--- src/rtl/serpent_cbc_ctrl_if.sv ---
// Purpose : groups the block-level handshakes of serpent_cbc_ctrl: input block
//           (valid/ready/data), result (valid/ready/data) and the cipher-core drive.
// Ports   : slave modport is the controller side, master modport is the side that
//           feeds blocks, takes results and hosts the cipher core.
interface serpent_cbc_ctrl_if;
  // input block handshake
  logic         i_in_valid;
  logic         o_in_ready;
  logic [127:0] i_in_data;
  // result handshake
  logic         o_out_valid;
  logic         i_out_ready;
  logic [127:0] o_out_data;
  // cipher core drive and response
  logic         o_core_new_block;
  logic         o_core_dir;
  logic [127:0] o_core_data;
  logic         i_core_ready;
  logic [127:0] i_core_result;

  modport slave (
    input  i_in_valid, i_in_data, i_out_ready, i_core_ready, i_core_result,
    output o_in_ready, o_out_valid, o_out_data, o_core_new_block, o_core_dir, o_core_data
  );

  modport master (
    output i_in_valid, i_in_data, i_out_ready, i_core_ready, i_core_result,
    input  o_in_ready, o_out_valid, o_out_data, o_core_new_block, o_core_dir, o_core_data
  );
endinterface

--- src/rtl/serpent_cbc_ctrl.sv ---
// Purpose : CBC (or ECB) chaining controller wrapped around a Serpent cipher core.
//           One block at a time: accept -> issue to core -> wait for core -> present result.
// Latency : accept to o_out_valid = 3 cycles + core busy time; result held until i_out_ready.
// Ports   : i_clk, i_resetn (async, active-low), i_dir (1=encrypt), i_iv/i_iv_load,
//           bus (serpent_cbc_ctrl_if.slave: block, result and core signals),
//           o_busy (not IDLE), o_block_cnt (completed blocks, wraps).
// Config  : SERPENT_CBC_CHAIN_EN defined -> CBC chaining; undefined -> ECB (chain held at 0,
//           i_iv_load ignored, identical handshake timing).
module serpent_cbc_ctrl (
  input  logic                     i_clk,
  input  logic                     i_resetn,
  input  logic                     i_dir,
  input  logic [127:0]             i_iv,
  input  logic                     i_iv_load,
  serpent_cbc_ctrl_if.slave        bus,
  output logic                     o_busy,
  output logic [15:0]              o_block_cnt
);

`ifdef SERPENT_CBC_CHAIN_EN
  localparam bit ChainEn = 1'b1;
`else
  localparam bit ChainEn = 1'b0;
`endif

  typedef enum logic [2:0] {
    IDLE    = 3'd0,
    ISSUE   = 3'd1,
    WAIT_LO = 3'd2,
    WAIT_HI = 3'd3,
    OUT     = 3'd4
  } state_t;

  state_t       state_q, state_d;
  logic         dir_q, dir_d;
  logic [127:0] core_data_q, core_data_d;
  logic [127:0] saved_ct_q, saved_ct_d;
  logic [127:0] chain_q, chain_d;
  logic [127:0] out_data_q, out_data_d;
  logic [15:0]  cnt_q, cnt_d;

  logic         in_ready;
  logic         out_valid;
  logic         new_block;
  logic [127:0] chain_in;

  // An IV load coinciding with an accept must be seen by that very block.
  assign chain_in = (ChainEn && i_iv_load) ? i_iv : chain_q;

  always_ff @(posedge i_clk or negedge i_resetn) begin
    if (!i_resetn) begin
      state_q     <= IDLE;
      dir_q       <= 1'b1;
      core_data_q <= '0;
      saved_ct_q  <= '0;
      chain_q     <= '0;
      out_data_q  <= '0;
      cnt_q       <= '0;
    end else begin
      state_q     <= state_d;
      dir_q       <= dir_d;
      core_data_q <= core_data_d;
      saved_ct_q  <= saved_ct_d;
      chain_q     <= chain_d;
      out_data_q  <= out_data_d;
      cnt_q       <= cnt_d;
    end
  end

  always_comb begin
    state_d     = state_q;
    dir_d       = dir_q;
    core_data_d = core_data_q;
    saved_ct_d  = saved_ct_q;
    chain_d     = chain_q;
    out_data_d  = out_data_q;
    cnt_d       = cnt_q;
    in_ready    = 1'b0;
    out_valid   = 1'b0;
    new_block   = 1'b0;

    case (state_q)
      IDLE: begin
        in_ready = 1'b1;
        if (ChainEn && i_iv_load) begin
          chain_d = i_iv;
        end
        if (bus.i_in_valid) begin
          dir_d = i_dir;
          if (i_dir) begin
            core_data_d = bus.i_in_data ^ chain_in;
          end else begin
            // Ciphertext is kept to become the next chain value once this block finishes.
            core_data_d = bus.i_in_data;
            saved_ct_d  = bus.i_in_data;
          end
          state_d = ISSUE;
        end
      end

      ISSUE: begin
        new_block = 1'b1;
        state_d   = WAIT_LO;
      end

      // The core drops ready to acknowledge the start before it can raise it again.
      WAIT_LO: begin
        if (!bus.i_core_ready) begin
          state_d = WAIT_HI;
        end
      end

      WAIT_HI: begin
        if (bus.i_core_ready) begin
          if (dir_q) begin
            out_data_d = bus.i_core_result;
            chain_d    = ChainEn ? bus.i_core_result : '0;
          end else begin
            out_data_d = bus.i_core_result ^ chain_q;
            chain_d    = ChainEn ? saved_ct_q : '0;
          end
          state_d = OUT;
        end
      end

      OUT: begin
        out_valid = 1'b1;
        if (bus.i_out_ready) begin
          cnt_d   = cnt_q + 16'd1;
          state_d = IDLE;
        end
      end

      default: begin
        state_d = IDLE;
      end
    endcase
  end

  assign bus.o_in_ready       = in_ready;
  assign bus.o_out_valid      = out_valid;
  assign bus.o_out_data       = out_data_q;
  assign bus.o_core_new_block = new_block;
  assign bus.o_core_dir       = dir_q;
  assign bus.o_core_data      = core_data_q;
  assign o_busy               = (state_q != IDLE);
  assign o_block_cnt          = cnt_q;

endmodule

--- src/flat_wrapper.sv ---
// flat-port wrapper written by rule: the top's interface ports become plain ports
module serpent_cbc_ctrl_flat 
  (i_clk, i_resetn, i_dir, i_iv, i_iv_load, o_busy, o_block_cnt, bus_i_in_valid, bus_i_in_data, bus_i_out_ready, bus_i_core_ready, bus_i_core_result, bus_o_in_ready, bus_o_out_valid, bus_o_out_data, bus_o_core_new_block, bus_o_core_dir, bus_o_core_data);
  serpent_cbc_ctrl_if bus_i ();
  input  logic i_clk;
  input  logic i_resetn;
  input  logic i_dir;
  input  logic [127:0] i_iv;
  input  logic i_iv_load;
  output logic o_busy;
  output logic [15:0] o_block_cnt;
  input wire logic [$bits(bus_i.i_in_valid)-1:0] bus_i_in_valid;
  input wire logic [$bits(bus_i.i_in_data)-1:0] bus_i_in_data;
  input wire logic [$bits(bus_i.i_out_ready)-1:0] bus_i_out_ready;
  input wire logic [$bits(bus_i.i_core_ready)-1:0] bus_i_core_ready;
  input wire logic [$bits(bus_i.i_core_result)-1:0] bus_i_core_result;
  output wire logic [$bits(bus_i.o_in_ready)-1:0] bus_o_in_ready;
  output wire logic [$bits(bus_i.o_out_valid)-1:0] bus_o_out_valid;
  output wire logic [$bits(bus_i.o_out_data)-1:0] bus_o_out_data;
  output wire logic [$bits(bus_i.o_core_new_block)-1:0] bus_o_core_new_block;
  output wire logic [$bits(bus_i.o_core_dir)-1:0] bus_o_core_dir;
  output wire logic [$bits(bus_i.o_core_data)-1:0] bus_o_core_data;
  assign bus_i.i_in_valid = bus_i_in_valid;
  assign bus_i.i_in_data = bus_i_in_data;
  assign bus_i.i_out_ready = bus_i_out_ready;
  assign bus_i.i_core_ready = bus_i_core_ready;
  assign bus_i.i_core_result = bus_i_core_result;
  assign bus_o_in_ready = bus_i.o_in_ready;
  assign bus_o_out_valid = bus_i.o_out_valid;
  assign bus_o_out_data = bus_i.o_out_data;
  assign bus_o_core_new_block = bus_i.o_core_new_block;
  assign bus_o_core_dir = bus_i.o_core_dir;
  assign bus_o_core_data = bus_i.o_core_data;
  serpent_cbc_ctrl u_core (.i_clk(i_clk), .i_resetn(i_resetn), .i_dir(i_dir), .i_iv(i_iv), .i_iv_load(i_iv_load), .bus(bus_i), .o_busy(o_busy), .o_block_cnt(o_block_cnt));
endmodule
--- config.mk ---
export PLATFORM = sky130hd
export DESIGN_NAME = serpent_cbc_ctrl_flat
export DESIGN_NICKNAME = d
export VERILOG_FILES = /design/src/rtl/serpent_cbc_ctrl_if.sv /design/src/rtl/serpent_cbc_ctrl.sv /design/src/flat_wrapper.sv
export SDC_FILE = /design/constraint.sdc
export NUM_CORES = 1
export LEC_CHECK = 0
export CAP_MARGIN = 20
export CORE_AREA = 10 10 254 256
export CTS_CLUSTER_DIAMETER = 200
export DETAILED_ROUTE_END_ITERATION = 12
export DIE_AREA = 0 0 264 266
export PLACE_DENSITY = 0.48
export SLEW_MARGIN = 30
export SYNTH_ARGS = -nofsm -noshare
export SYNTH_HDL_FRONTEND = slang
export SYNTH_SLANG_ARGS = --single-unit
export TNS_END_PERCENT = 100
--- constraint.sdc ---
create_clock -name i_clk -period 5.5 [get_ports i_clk]
set_clock_uncertainty 0.15 [all_clocks]
set_input_delay 0.825 -clock i_clk [delete_from_list [all_inputs] [get_ports i_clk]]
set_output_delay 0.825 -clock i_clk [all_outputs]
set_load 0.005 [all_outputs]
==> results.tsv <==
stage	metric	value	unit
status	status	finished, final reports clean	
yosys	synth_compound_area_share	0.230	%
worst_setup_path	cpMaxStageDelayCell	clkdlybuf4s50_1	
yosys	synthCells	619	
cts	cts_resized	0	
layout	drive_above_1_share	27.2	%
cts	cts-root-buf	clkbuf_16	
placed_design	placed_cells	1919	
cts	holdBufCountCts	0	
routing	wl_per_cell	18.7	µm
yosys	synth_top_area_share	66.5	%
grt	overflow	0	
layout	fin_nets	1566	
floorplan	fp.coreArea	0.0597	mm²
layout	area_growth	72.8	%
cts	tritoncts	yes	
power_and_ir_drop	power	9.96	mW
yosys	synthSimpleGateAreaFrac	2.03	%
power_and_ir_drop	power_leakage	7.27	nW
cts	clk_pin_slew	60	ps
layout	mostFrequentLayoutCell	clkdlybuf4s50_1	
routing	drtIter0Drc	291	
cts	htreeDepth	2	
power_and_ir_drop	irDropWorstVdd	0.359	mV
sta	final-max-slew-violation-count	0	
floorplan	die_x	264	µm
worst_hold_path	min-delay-path-class	in2async	
floorplan	fp.dieH	266	µm
placed_design	gp_congestion	0.741	
layout	layout_common_cells	clkdlybuf4s50_1 (537), dfrtp_1 (275), mux2_2 (258)	
yosys	synth_top_family_by_area	multiplexers	
worst_setup_path	path_max_fanout	9	
worst_setup_path	critPathBufInv	2	
placed_design	post-dp-hpwl	28300	µm
yosys	seq_area_frac_synth	66.8	%
worst_setup_path	start_kind	flop	
worst_setup_path	cp.required	4530	ps
routing	totalWireLength	37100	µm
layout	fin_area	0.0179	mm²
worst_setup_path	crit_path_end_kind	output port	
power_and_ir_drop	pwr_density_cell	557	mW/mm²
sta	tightest_slew	775	ps
sta	hold_viol_final	0	
yosys	synth_top_area_cell	dfrtp_1	
routing	dr.pass1.iters	4	
worst_setup_path	arrival	2180	ps
sta	fin_crit_sh	57.4	%
yosys	synthTopCellsByArea	dfrtp_1 (66%), mux2_2 (28%), buf_2 (1.3%)	
sta	finalSetupTns	0	ps
cts	clk_path_buf_depth	3	
worst_setup_path	crit_family	buffers and inverters	
yosys	synth_area	0.0103	mm²
floorplan	start_util	17.3	%
yosys	synth_fa_ha_area_share	0.121	%
floorplan	die_area	0.0702	mm²
grt	antenna_found_initial	0	
yosys	ys_types	28	
grt	track_usage	10.1	%
worst_setup_path	path_cells	or3b_4 -> inv_1 -> clkdlybuf4s50_1	
sta	slew_headroom	48.3	%
yosys	ys_ff_latch	276	
sta	rsz0062_at_grt	no	
sta	min_period	3160	ps
placed_design	dpl_cell_area	0.0167	mm²
yosys	ys.warnings.count	0	
cts	numCtsBuffers	35	
grt	grt_first_pass_wirelength	54700	µm
yosys	synth-xor-area-share	1.27	%
grt	grt_pass1_vias	8162	
grt	grt_max_degree	111	
sta	setup_violations	0	
floorplan	io_pins	668	
routing	drc	0	
worst_setup_path	worst-setup-path-type	reg2out	
cts	clock_latency	510	ps
placed_design	portBuffers	538	
layout	instances_no_fill	1979	
floorplan	num_rows	90	
routing	vias	7274	
cts	post_cts_buffers	0	
yosys	avgSynthCellArea	16.7	µm²
yosys	syn_nets	1011	
sta	fmax	0.317	GHz
job	max-cap-violations	0	
yosys	synth.mux.area_fraction	28.1	%
routing	ant_nets	0	
worst_setup_path	critPathMaxStageDelay	560	ps
routing	viasPerCell	3.68	
cts	cts.sinks	276	
layout	antennaDiodeCount	0	
[metal layers]
layer / part of all wire, % / global-route usage [%] / up-vias / wire length [µm]
met4: 2.2 / 3.26 / 0 / 797
met5: 0 / 0 / - / 0
met2: 52 / 18.0 / 300 / 19200
met1: 36 / 10.4 / 3631 / 13300
met3: 10 / 4.68 / 45 / 3820
li1: - / - / 3298 / -
[synth_stat cells (all sizes together)]
library cell,instances
a21oi,1
and4,1
buf,28
and3,5
nand2,6
a31oi,1
or3b,1
or2,1
nand3,3
inv,4
nor4b,1
nor3,2
dfrtp,275
xnor2,9
nand4b,1
nor2,4
o21bai,1
clkbuf,1
o21ai,1
dfstp,1
xor2,6
nand4,4
nor3b,2
mux2,258
nor4,1
ha,1
[cell type report]
class	count	area [µm²]
Clock buffer	54	1080
Clock inverter	6	105
Fill cell	6040	41800
Inverter	4	15.0
Multi-Input combinational cell	310	3290
Sequential cell	276	6910
Tap cell	782	978
Timing Repair Buffer	547	5510
[sequential cells by signal, indices dropped and copies added, names as in the netlist]
register / flops
u_core.bus.o_core_data: 128
u_core.bus.o_core_dir: 1
u_core.bus.o_out_data: 128
u_core.o_block_cnt: 16
u_core.state_q: 3
[path summary, 6_finish.rpt]
kind,from,to,slack (ps),cells after the start
setup / recovery,u_core.state_q[1],bus_o_out_valid,2340,3
hold reg to reg,u_core.o_block_cnt[15],u_core.o_block_cnt[15],330,1
min in group i_clk,u_core.o_block_cnt[15],u_core.o_block_cnt[15],330,1
hold / removal,i_resetn,u_core.bus.o_out_data[89],120,1
max in group asynchronous,i_resetn,u_core.bus.o_core_data[117],4020,2
setup reg to reg,u_core.state_q[1],u_core.bus.o_out_data[36],2930,3
[stage by stage]
| stage | util [%] | hold WS (ps) | worst slack, ps |
|---|---|---|---|
| 2_1_floorplan | - | 318 | 3370 |
| 3_3_place_gp | 28.0 | 319 | 2110 |
| 3_5_place_dp | 28.0 | 324 | 2170 |
| 4_1_cts | 30.0 | 104 | 2290 |
| 5_1_grt | 30.0 | 136 | 2230 |
| 6_report | 30.0 | 120 | 2340 |
[power by group]
part	internal (mW)	leakage [nW]	switching, mW
clock network	1.48	0.584	0.873
logic	2.76	3.38	1.29
registers	3.03	3.30	0.512
[kinds of logic after synthesis]
logic type      Yosys count
xor+xnor                 15
fa+ha+maj                 1
simple gates             32
buf+inv                  33
compound gates            4
flops                   276
mux                     258
[worst register-to-register path, stage by stage (launching register included)]
cell      delay [ps]
dfrtp_1          510
nand4b_1         660
buf_12           470
mux2_2           670
Power figures use the tool's default switching activity.
